`config.mk`:
```
export PLATFORM = sky130hd
export DESIGN_NAME = fetch_stage
export DESIGN_NICKNAME = d
export VERILOG_FILES = /design/src/rtl/riscv_pkg.sv /design/src/rtl/fetch_skid_buf.sv /design/src/rtl/fetch_stage.sv
export SDC_FILE = /design/constraint.sdc
export NUM_CORES = 1
export LEC_CHECK = 0
export BUFFER_PORTS_ARGS = -buffer_cell sky130_fd_sc_hd__clkbuf_2
export CAP_MARGIN = 20
export CORE_ASPECT_RATIO = 1.4
export CORE_MARGIN = 8
export CORE_UTILIZATION = 51
export CTS_BUF_LIST = sky130_fd_sc_hd__clkbuf_8
export DETAILED_ROUTE_END_ITERATION = 12
export PLACE_DENSITY = 0.91
export SYNTH_ARGS = -nofsm -noshare
export SYNTH_HDL_FRONTEND = slang
export SYNTH_HIERARCHICAL = 1
export SYNTH_SLANG_ARGS = --single-unit
export TNS_END_PERCENT = 30
```
`constraint.sdc`:
```
create_clock -name clk -period 2.2 [get_ports clk]
set_input_delay 0.44 -clock clk [delete_from_list [all_inputs] [get_ports clk]]
set_output_delay 0.44 -clock clk [all_outputs]
set_load 0.05 [all_outputs]
```
`src/rtl/riscv_pkg.sv`:
```
`default_nettype none
// ============================================================================
//  Module   : riscv_pkg
//  Purpose  : Shared constants and types for the RV32I fetch stage:
//             canonical NOP encoding, default reset PC, fetch FSM state
//             encoding and a PC-increment helper.
//  Ports    : none (package)
//  Revision : 1.0 - initial release
// ============================================================================
package riscv_pkg;

   // ADDI x0, x0, 0 -- the canonical RV32I NOP used for squashed slots
   localparam logic [31:0] NOP_INSTR        = 32'h0000_0013;
   localparam logic [31:0] RESET_PC_DEFAULT = 32'h0000_0000;

   typedef enum logic [0:0] {
      FETCH = 1'b0,
      HOLD  = 1'b1
   } fetch_state_e;

   // Sequential PC; wraps naturally at 2^32
   function automatic logic [31:0] pc_next(input logic [31:0] pc);
      return pc + 32'd4;
   endfunction

endpackage
`default_nettype wire

```
`src/rtl/fetch_skid_buf.sv`:
```
`default_nettype none
// ============================================================================
//  Module   : fetch_skid_buf
//  Purpose  : One-entry buffer parking a fetched instruction and its PC
//             while the decode stage is stalled.
//  Ports    : clk, reset        - clock, synchronous active-high reset
//             load              - capture load_instr/load_pc, mark valid
//             drain             - entry consumed, mark empty
//             clear             - discard entry (flush/redirect)
//             load_instr/pc     - word and PC to capture
//             valid/instr/pc    - buffered entry
//  Revision : 1.0 - initial release
// ============================================================================
module fetch_skid_buf (
   input  logic        clk,
   input  logic        reset,
   input  logic        load,
   input  logic        drain,
   input  logic        clear,
   input  logic [31:0] load_instr,
   input  logic [31:0] load_pc,
   output logic        valid,
   output logic [31:0] instr,
   output logic [31:0] pc
);

   always_ff @(posedge clk) begin
      if (reset || clear) begin
         valid <= 1'b0;
         instr <= '0;
         pc    <= '0;
      end else if (load) begin
         valid <= 1'b1;
         instr <= load_instr;
         pc    <= load_pc;
      end else if (drain) begin
         valid <= 1'b0;
      end
   end

endmodule
`default_nettype wire

```
`src/rtl/fetch_stage.sv`:
```
`default_nettype none
// ============================================================================
//  Module   : fetch_stage
//  Purpose  : RV32I instruction-fetch stage with IF/ID pipeline register.
//             Holds PCF, runs a same-cycle req/ready handshake with the
//             instruction memory, parks one returned word in a skid buffer
//             while decode is stalled, and applies redirects and
//             hazard-unit stall/flush.
//  Params   : RESET_PC - PC loaded on reset
//             XLEN     - address/data width (only 32 supported)
//  Ports    : clk, reset                 - clock, sync active-high reset
//             StallF, StallD, FlushD     - hazard-unit controls
//             PCSrcE, PCTargetE          - redirect from execute
//             imem_req/addr/ready/rdata  - instruction memory handshake
//             InstrD, PCD, PCPlus4D,
//             ValidD                     - IF/ID register outputs
//             FetchBusy                  - request pending without data
//             FetchCount, BubbleCount    - perf counters (optional)
//  Options  : define FETCH_PERF_CNT_EN to add FetchCount/BubbleCount.
//  Revision : 1.0 - initial release
// ============================================================================
module fetch_stage
   import riscv_pkg::*;
#(
   parameter logic [31:0] RESET_PC = RESET_PC_DEFAULT,
   parameter int          XLEN     = 32
) (
   input  logic            clk,
   input  logic            reset,
   input  logic            StallF,
   input  logic            StallD,
   input  logic            FlushD,
   input  logic            PCSrcE,
   input  logic [XLEN-1:0] PCTargetE,
   output logic            imem_req,
   output logic [XLEN-1:0] imem_addr,
   input  logic            imem_ready,
   input  logic [31:0]     imem_rdata,
   output logic [31:0]     InstrD,
   output logic [XLEN-1:0] PCD,
   output logic [XLEN-1:0] PCPlus4D,
   output logic            ValidD,
`ifdef FETCH_PERF_CNT_EN
   output logic [31:0]     FetchCount,
   output logic [31:0]     BubbleCount,
`endif
   output logic            FetchBusy
);

   localparam logic [XLEN-1:0] ALIGN_MASK = ~(XLEN'(3));

   fetch_state_e    state;
   fetch_state_e    state_next;
   logic [XLEN-1:0] pcf;
   logic [XLEN-1:0] redirect_pc;
   logic            accept;
   logic            squash;
   logic            skid_load;
   logic            skid_drain;
   logic            skid_valid;
   logic [31:0]     skid_instr;
   logic [31:0]     skid_pc;
   logic            from_skid;
   logic            bubble_load;

   // A redirect or decode flush squashes both IF/ID and the skid buffer
   assign squash      = FlushD | PCSrcE;
   // Masking (not slicing) keeps every target bit in use
   assign redirect_pc = PCTargetE & ALIGN_MASK;
   assign imem_addr   = pcf;
   assign accept      = imem_req & imem_ready;
   assign FetchBusy   = imem_req & ~imem_ready;
   assign from_skid   = (state == HOLD) & skid_valid;

   // ---------------------------------------------------------------------
   // FSM state register
   // ---------------------------------------------------------------------
   always_ff @(posedge clk) begin
      if (reset) begin
         state <= FETCH;
      end else begin
         state <= state_next;
      end
   end

   // ---------------------------------------------------------------------
   // FSM next-state and request/skid control
   // ---------------------------------------------------------------------
   always_comb begin
      state_next = state;
      imem_req   = 1'b0;
      skid_load  = 1'b0;
      skid_drain = 1'b0;
      case (state)
         FETCH: begin
            imem_req = ~StallF;
            // A word arriving while decode is stalled must be parked;
            // a squash in the same cycle discards it instead.
            if (~StallF && imem_ready && StallD && !squash) begin
               state_next = HOLD;
               skid_load  = 1'b1;
            end
         end
         HOLD: begin
            if (squash) begin
               state_next = FETCH;
            end else if (!StallD) begin
               state_next = FETCH;
               skid_drain = 1'b1;
            end
         end
         default: state_next = FETCH;
      endcase
   end

   // ---------------------------------------------------------------------
   // Program counter: redirect > accept > hold
   // ---------------------------------------------------------------------
   always_ff @(posedge clk) begin
      if (reset) begin
         pcf <= RESET_PC;
      end else if (PCSrcE) begin
         pcf <= redirect_pc;
      end else if (accept) begin
         pcf <= pc_next(pcf);
      end
   end

   fetch_skid_buf u_skid (
      .clk        (clk),
      .reset      (reset),
      .load       (skid_load),
      .drain      (skid_drain),
      .clear      (squash),
      .load_instr (imem_rdata),
      .load_pc    (pcf),
      .valid      (skid_valid),
      .instr      (skid_instr),
      .pc         (skid_pc)
   );

   // ---------------------------------------------------------------------
   // IF/ID register: squash > stall > load (skid, memory, or bubble)
   // ---------------------------------------------------------------------
   always_ff @(posedge clk) begin
      if (reset) begin
         InstrD   <= NOP_INSTR;
         ValidD   <= 1'b0;
         PCD      <= '0;
         PCPlus4D <= '0;
      end else if (squash) begin
         // PCD/PCPlus4D deliberately keep their last values
         InstrD <= NOP_INSTR;
         ValidD <= 1'b0;
      end else if (!StallD) begin
         if (from_skid) begin
            InstrD   <= skid_instr;
            ValidD   <= 1'b1;
            PCD      <= skid_pc;
            PCPlus4D <= pc_next(skid_pc);
         end else if (accept) begin
            InstrD   <= imem_rdata;
            ValidD   <= 1'b1;
            PCD      <= pcf;
            PCPlus4D <= pc_next(pcf);
         end else begin
            InstrD <= NOP_INSTR;
            ValidD <= 1'b0;
         end
      end
   end

   // Cycles in which IF/ID is written with ValidD = 0
   assign bubble_load = squash | (~StallD & ~from_skid & ~accept);

`ifdef FETCH_PERF_CNT_EN
   always_ff @(posedge clk) begin
      if (reset) begin
         FetchCount  <= '0;
         BubbleCount <= '0;
      end else begin
         if (accept) begin
            FetchCount <= FetchCount + 32'd1;
         end
         if (bubble_load) begin
            BubbleCount <= BubbleCount + 32'd1;
         end
      end
   end
`else
   // Without the counters the bubble indication has no consumer
   logic unused_bubble;
   assign unused_bubble = bubble_load;
`endif

endmodule
`default_nettype wire
```
Yosys cells after proc, flatten, opt, wreduce, memory -nomap -nowiden
Index checks and enable logic that the tools add are counted.
{"block": "word_totals", "register_bits": 195, "output_inout_bits": 131, "wordCells": 53}
{"block": "op_classes", "n_reduce_logical": 11, "n_bitwise": 9, "add_sub_neg": 2, "mux": 21}
{"cell": "$mux W32", "count": 8}
{"cell": "$add A32 B3 Y32 const B", "count": 2}
{"cell": "$mux W1", "count": 12}
{"cell": "$reduce_bool A2 Y1", "count": 3}
{"cell": "$not A1 Y1", "count": 5}
{"cell": "$reduce_or A2 Y1", "count": 2}
{"cell": "$and A1 B1 Y1", "count": 3}
{"cell": "$logic_and A1 B1 Y1", "count": 3}
{"cell": "$reduce_and A3 Y1", "count": 1}
{"cell": "$pmux W1 S2", "count": 1}
{"cell": "$logic_not A1 Y1", "count": 1}
{"cell": "$logic_or A1 B1 Y1", "count": 1}
{"cell": "$or A1 B1 Y1", "count": 1}

Longest topological paths before layout
{"block": "logic_depth", "word_depth": 7, "depth_mapped": 9, "ltp_nobuf": 6}

Modules after synthesis
The synthesis kept the hierarchy.
{"module": "fetch_stage", "cells_per_inst": 900, "area_each_um2": 6907.9, "n_inst": 1}
{"module": "fetch_skid_buf", "cells_per_inst": 211, "area_each_um2": 2318.5, "n_inst": 1}

Worst setup path after synthesis
Ideal clock, no wire load.
{"block": "synth_timing", "path_kind": "register to register", "start": "register pcf[2], in the netlist imem_addr[2]", "end": "register PCPlus4D[22]", "n_path_buf": 1, "setup_slack_ns": -0.528, "required_ns": 2.141, "arrival_time_ns": 2.669, "setup_time_ns": 0.059, "path_stages_with_launch": 8, "cell_sequence": "dfxtp_1 -> ha_1 -> nand4_4 -> or4_1 -> buf_2 -> or4_1 -> a21oi_1 -> a221o_2"}
{"block": "synth_between", "elab_chain_len": 3}
{"item": "start, declared", "line_no": "fetch_stage.sv:54", "rtl": "logic [XLEN-1:0] pcf;"}
{"item": "start signal, assigned", "line_no": "fetch_stage.sv:123", "rtl": "pcf <= redirect_pc;"}
{"item": "start signal, assigned", "line_no": "fetch_stage.sv:125", "rtl": "pcf <= pc_next(pcf);"}
{"item": "$add A32 B3 Y32", "line_no": "riscv_pkg.sv:23", "rtl": "return pc + 32'd4;"}
{"item": "$mux W32", "line_no": "fetch_stage.sv:161", "rtl": "end else if (accept) begin"}
{"item": "$mux W32", "line_no": "fetch_stage.sv:156", "rtl": "if (from_skid) begin"}
{"item": "end signal, assigned", "line_no": "fetch_stage.sv:160", "rtl": "PCPlus4D <= pc_next(skid_pc);"}
{"item": "end signal, assigned", "line_no": "fetch_stage.sv:165", "rtl": "PCPlus4D <= pc_next(pcf);"}
{"item": "end, declared", "line_no": "fetch_stage.sv:41", "rtl": "output logic [XLEN-1:0] PCPlus4D,"}
Every way passes these cells. The select of a mux whose other input is x is not followed.
A chain may end at the register's enable or synchronous reset.

Worst setup path in the final report
{"block": "layout_timing", "start": "register pcf[2], in the netlist imem_addr[2]", "end": "register pcf[31], in the netlist imem_addr[31]"}
{"block": "layout_between", "elab_chain_len": 3}
{"item": "$add A32 B3 Y32", "line_no": "riscv_pkg.sv:23"}
{"item": "$mux W32", "line_no": "fetch_stage.sv:124", "rtl": "end else if (accept) begin"}
{"item": "$mux W32", "line_no": "fetch_stage.sv:122", "rtl": "end else if (PCSrcE) begin"}
Every way passes these cells. The select of a mux whose other input is x is not followed.

==> metrics.md <==
| Metric | Value |
|---|---|
| Status | `finished, final reports clean` |
| Crit-path max FO | `7` |
| Critical Path End Type | `flop` |
| Startpoint types | `flop` |
| Final ANT Viol Nets | `0` |
| Initial Util | `0.517` |
| RSZ-0062 raised after global routing | `true` |
| # setup viols final | `0` |
| Grt ovf | `0` |
| Share of cells above drive strength 1 | `0.271` |
| Die ar. | `22,700 µm²` |
| Final non-filler cell total | `~1,600` |
| Synth top area cells | `dfxtp_1, nor2_1, mux2i_1` |
| Synth Cell Area | `9230 µm²` |
| Top_reg_cell synth | `dfxtp_1` |
| Placement Rows | `58` |
| Vias in the first global route | `9,388` |
| 1st-iter DRT viols | `887` |
| Die W | `130 µm` |
| Final worst-path cycle share | `0.965` |
| Clock sink count | `191` |
| Cell area after placement | `10,900 µm²` |
| Maximum number of pins on one net before global-route repair | `55` |
| Placed Instances | `1,532` |
| Clock tree buffer depth | `2` |
| Gate count after technology mapping | `1,111` |
| CTS Hold Buffers Added | `0` |
| Design area | `between 10,000 and 15,000 µm²` |
| Post-synth EDFFs | `0` |
| Cell taking the most area after synthesis | `dfxtp_1` |
| Gp weighted congestion | `0.979` |
| Clock Tree Root | `clkbuf_8` |
| DR DRC count | `0` |
| Slew Viols, Final | `0` |
| Fmax | `between 400 and 500 MHz` |
| Clk Latency, worst-skew pair | `480 ps` |
| PD cells | `617 nW/µm²` |
| Peak supply drop | `about 470 µV` |
| Avg Vias per Cell | `just over 6` |
| Synth Register Bits | `191` |
| Via count | `9,487` |
| Worst Tran Pin Value | `approximately 560 ps` |
| Max H-tree Level | `4` |
| HP Class | `in2reg` |
| All-Layer GR Usage | `0.269` |
| Max-Cap Viols | `0` |
| Register area share after synthesis | `0.414` |
| Area growth, synth to finish | `22.6%` |
| Synth top area share | `0.414` |
| Netlist cell types | `56` |
| TritonCTS buffer count | `17` |
| CP required | `2580 ps` |
| Clk_skew | `between 20 and 25 ps` |
| Antenna violations before repair | `0` |
| First-pass GRT wire length | `48,800 µm` |
| Share of synthesized registers carrying an async set or reset | `0` |
| Setup CP Type | `reg2reg` |
| Number of port buffers | `197` |
| P_leak | `4.11 nW` |
| Sw Pwr | `1.99 mW` |
| IO Pins | `202` |
| DRT Wirelength | `30,500 µm` |
| Slew margin rel. | `0.623` |
| Avg Inst Size Synth | `8.30 µm²` |
| Combinational share of power | `0.135` |
| Internal power | `around 5.0 mW` |
| Yosys warning count | `6` |
| CP Data Arrival Time | `2500 ps` |
| # diodes | `0` |
| Sequential Power Share | `0.516` |
| Fin crit period | `2120 ps` |
| Final core utilization | `0.634` |
| Switching part of the total | `0.286` |
| Clock power share | `0.349` |
| TNS Setup | `0 ps` |
| Fin. Hold Viols | `0` |
| CORE AREA | `17,900 µm²` |
| Hold WS | `between 150 and 200 ps` |
| CTS tree | `built` |
| Nets@finish | `1,385` |
| WL per Instance | `19.5 µm` |
| DR pass1 iterations | `6` |
| Final-layout fill cell count | `1,498` |
| Die height | `~180 µm` |
| DPL Wire Length | `21,700 µm` |
| Worst-path clk slew | `approximately 100 ps` |
worst max-delay path, stage by stage, from the launching register on:
cell	delay, ps
dfxtp_4	420
buf_4	130
nand3_1	130
buf_4	200
or4_1	550
nor3_2	220
xnor2_1	90
a211oi_1	270
power by group through the flow:
| stage | logic, mW | clock network (mW) | registers, mW |
|---|---|---|---|
| after floorplan | 0.398 | 0 | 3.89 |
| after global placement | 0.911 | 0 | 3.68 |
| after detailed placement | 0.926 | 0 | 3.68 |
| after CTS | 0.932 | 2.46 | 3.60 |
| after global routing | 0.997 | 2.60 | 3.61 |
| final | 0.940 | 2.43 | 3.60 |
synth_stat cells (all sizes together), types with 3 or more instances:
| master | instances |
|---|---|
| or4 | 11 |
| a311oi | 31 |
| inv | 15 |
| o221ai | 3 |
| mux2i | 65 |
| or2 | 6 |
| nand3 | 31 |
| a221o | 30 |
| clkbuf | 61 |
| xnor2 | 36 |
| o211ai | 10 |
| nor3b | 3 |
| buf | 41 |
| xor2 | 18 |
| a31oi | 4 |
| o31ai | 6 |
| nand2 | 124 |
| nand4 | 24 |
| o211a | 3 |
| o21a | 9 |
| or3 | 14 |
| a211oi | 22 |
| and3 | 3 |
| o21ai | 45 |
| and2 | 3 |
| o31a | 8 |
| nor3 | 46 |
| nor2 | 177 |
| nor4 | 25 |
| dfxtp | 191 |
| a21oi | 22 |
| o22ai | 3 |
| o32ai | 5 |
through the flow:
step / power [mW] / worst slack [ps]
6_report: 6.98 / 76.4
5_1_grt: 7.21 / -12.9
4_1_cts: 6.99 / 0.228
3_5_place_dp: 4.61 / -39.4
3_3_place_gp: 4.59 / 42.2
2_1_floorplan: 4.29 / -39.8
flip-flops by register name, indices dropped and copies added (netlist names):
| register | cells |
|---|---|
| InstrD | 32 |
| PCPlus4D | 30 |
| u_skid/instr | 32 |
| u_skid/valid | 1 |
| ValidD | 1 |
| state | 1 |
| PCD | 32 |
| imem_addr | 30 |
| u_skid/pc | 32 |
cell usage in the layout (no fill, tap or decap), types with 9 or more instances in the layout:
cell type    n
clkbuf_2   197
buf_4       75
dfxtp_2     12
or3_1       13
nor4_1      23
nand4_1     23
a311oi_1    31
o211ai_1    10
inv_1       14
nor3_1      43
a211oi_1    22
a21oi_1     21
mux2i_1     65
nand3_1     30
dfxtp_1    169
clkbuf_8    18
xnor2_1     36
buf_12       9
dfxtp_4     10
nor2_1     177
xor2_1      17
o21ai_0     44
a221o_1     29
nand2_1    123
o21a_1       9
timing repair:
action | 4_1_cts | 5_1_grt
setup endpoints to repair | 1 | 14
setup buffers | 0 | 1
resized for setup | 1 | 7
pin swaps | 0 | 1
kinds of logic (layout without fill, tap and decap cells):
logic type / after synthesis / after routing / share of synthesized area
other cells: 1 / 4 / 0.000406
mux: 65 / 65 / 0.0705
xor+xnor: 54 / 54 / 0.0513
compound gates: 207 / 207 / 0.166
simple gates: 474 / 474 / 0.235
buf+inv: 117 / 327 / 0.0595
fa+ha+maj: 2 / 2 / 0.00271
flops: 191 / 191 / 0.414
area by class of cell:
| cell class | instances | area, µm² | area share |
|---|---|---|---|
| clock buffers | 18 | 248 | 0.0219 |
| clock inverters | 13 | 159 | 0.0140 |
| inverters | 15 | 56.3 | 0.00498 |
| multi-input cells | 806 | 4940 | 0.437 |
| flip-flops and latches | 191 | 3880 | 0.343 |
| well taps | 240 | 300 | 0.0265 |
| repair buffers | 281 | 1730 | 0.153 |
final timing paths:
path | start | slack, ps | to | cells past startpoint
hold reg to reg | PCPlus4D[5] | 460 | PCPlus4D[5] | 2
hold / removal | PCTargetE[13] | 180 | imem_addr[13] | 2
setup reg to reg | imem_addr[2] | 80 | imem_addr[31] | 7
setup / recovery | imem_addr[2] | 80 | imem_addr[31] | 7
routing by layer:
layer,vias up,share of wire,global-route usage
met5,-,0,0
met4,0,0.058,0.169
met3,136,0.10,0.0699
met2,571,0.48,0.437
met1,4403,0.36,0.306
li1,4377,-,-
Power figures use the tool's default switching activity.
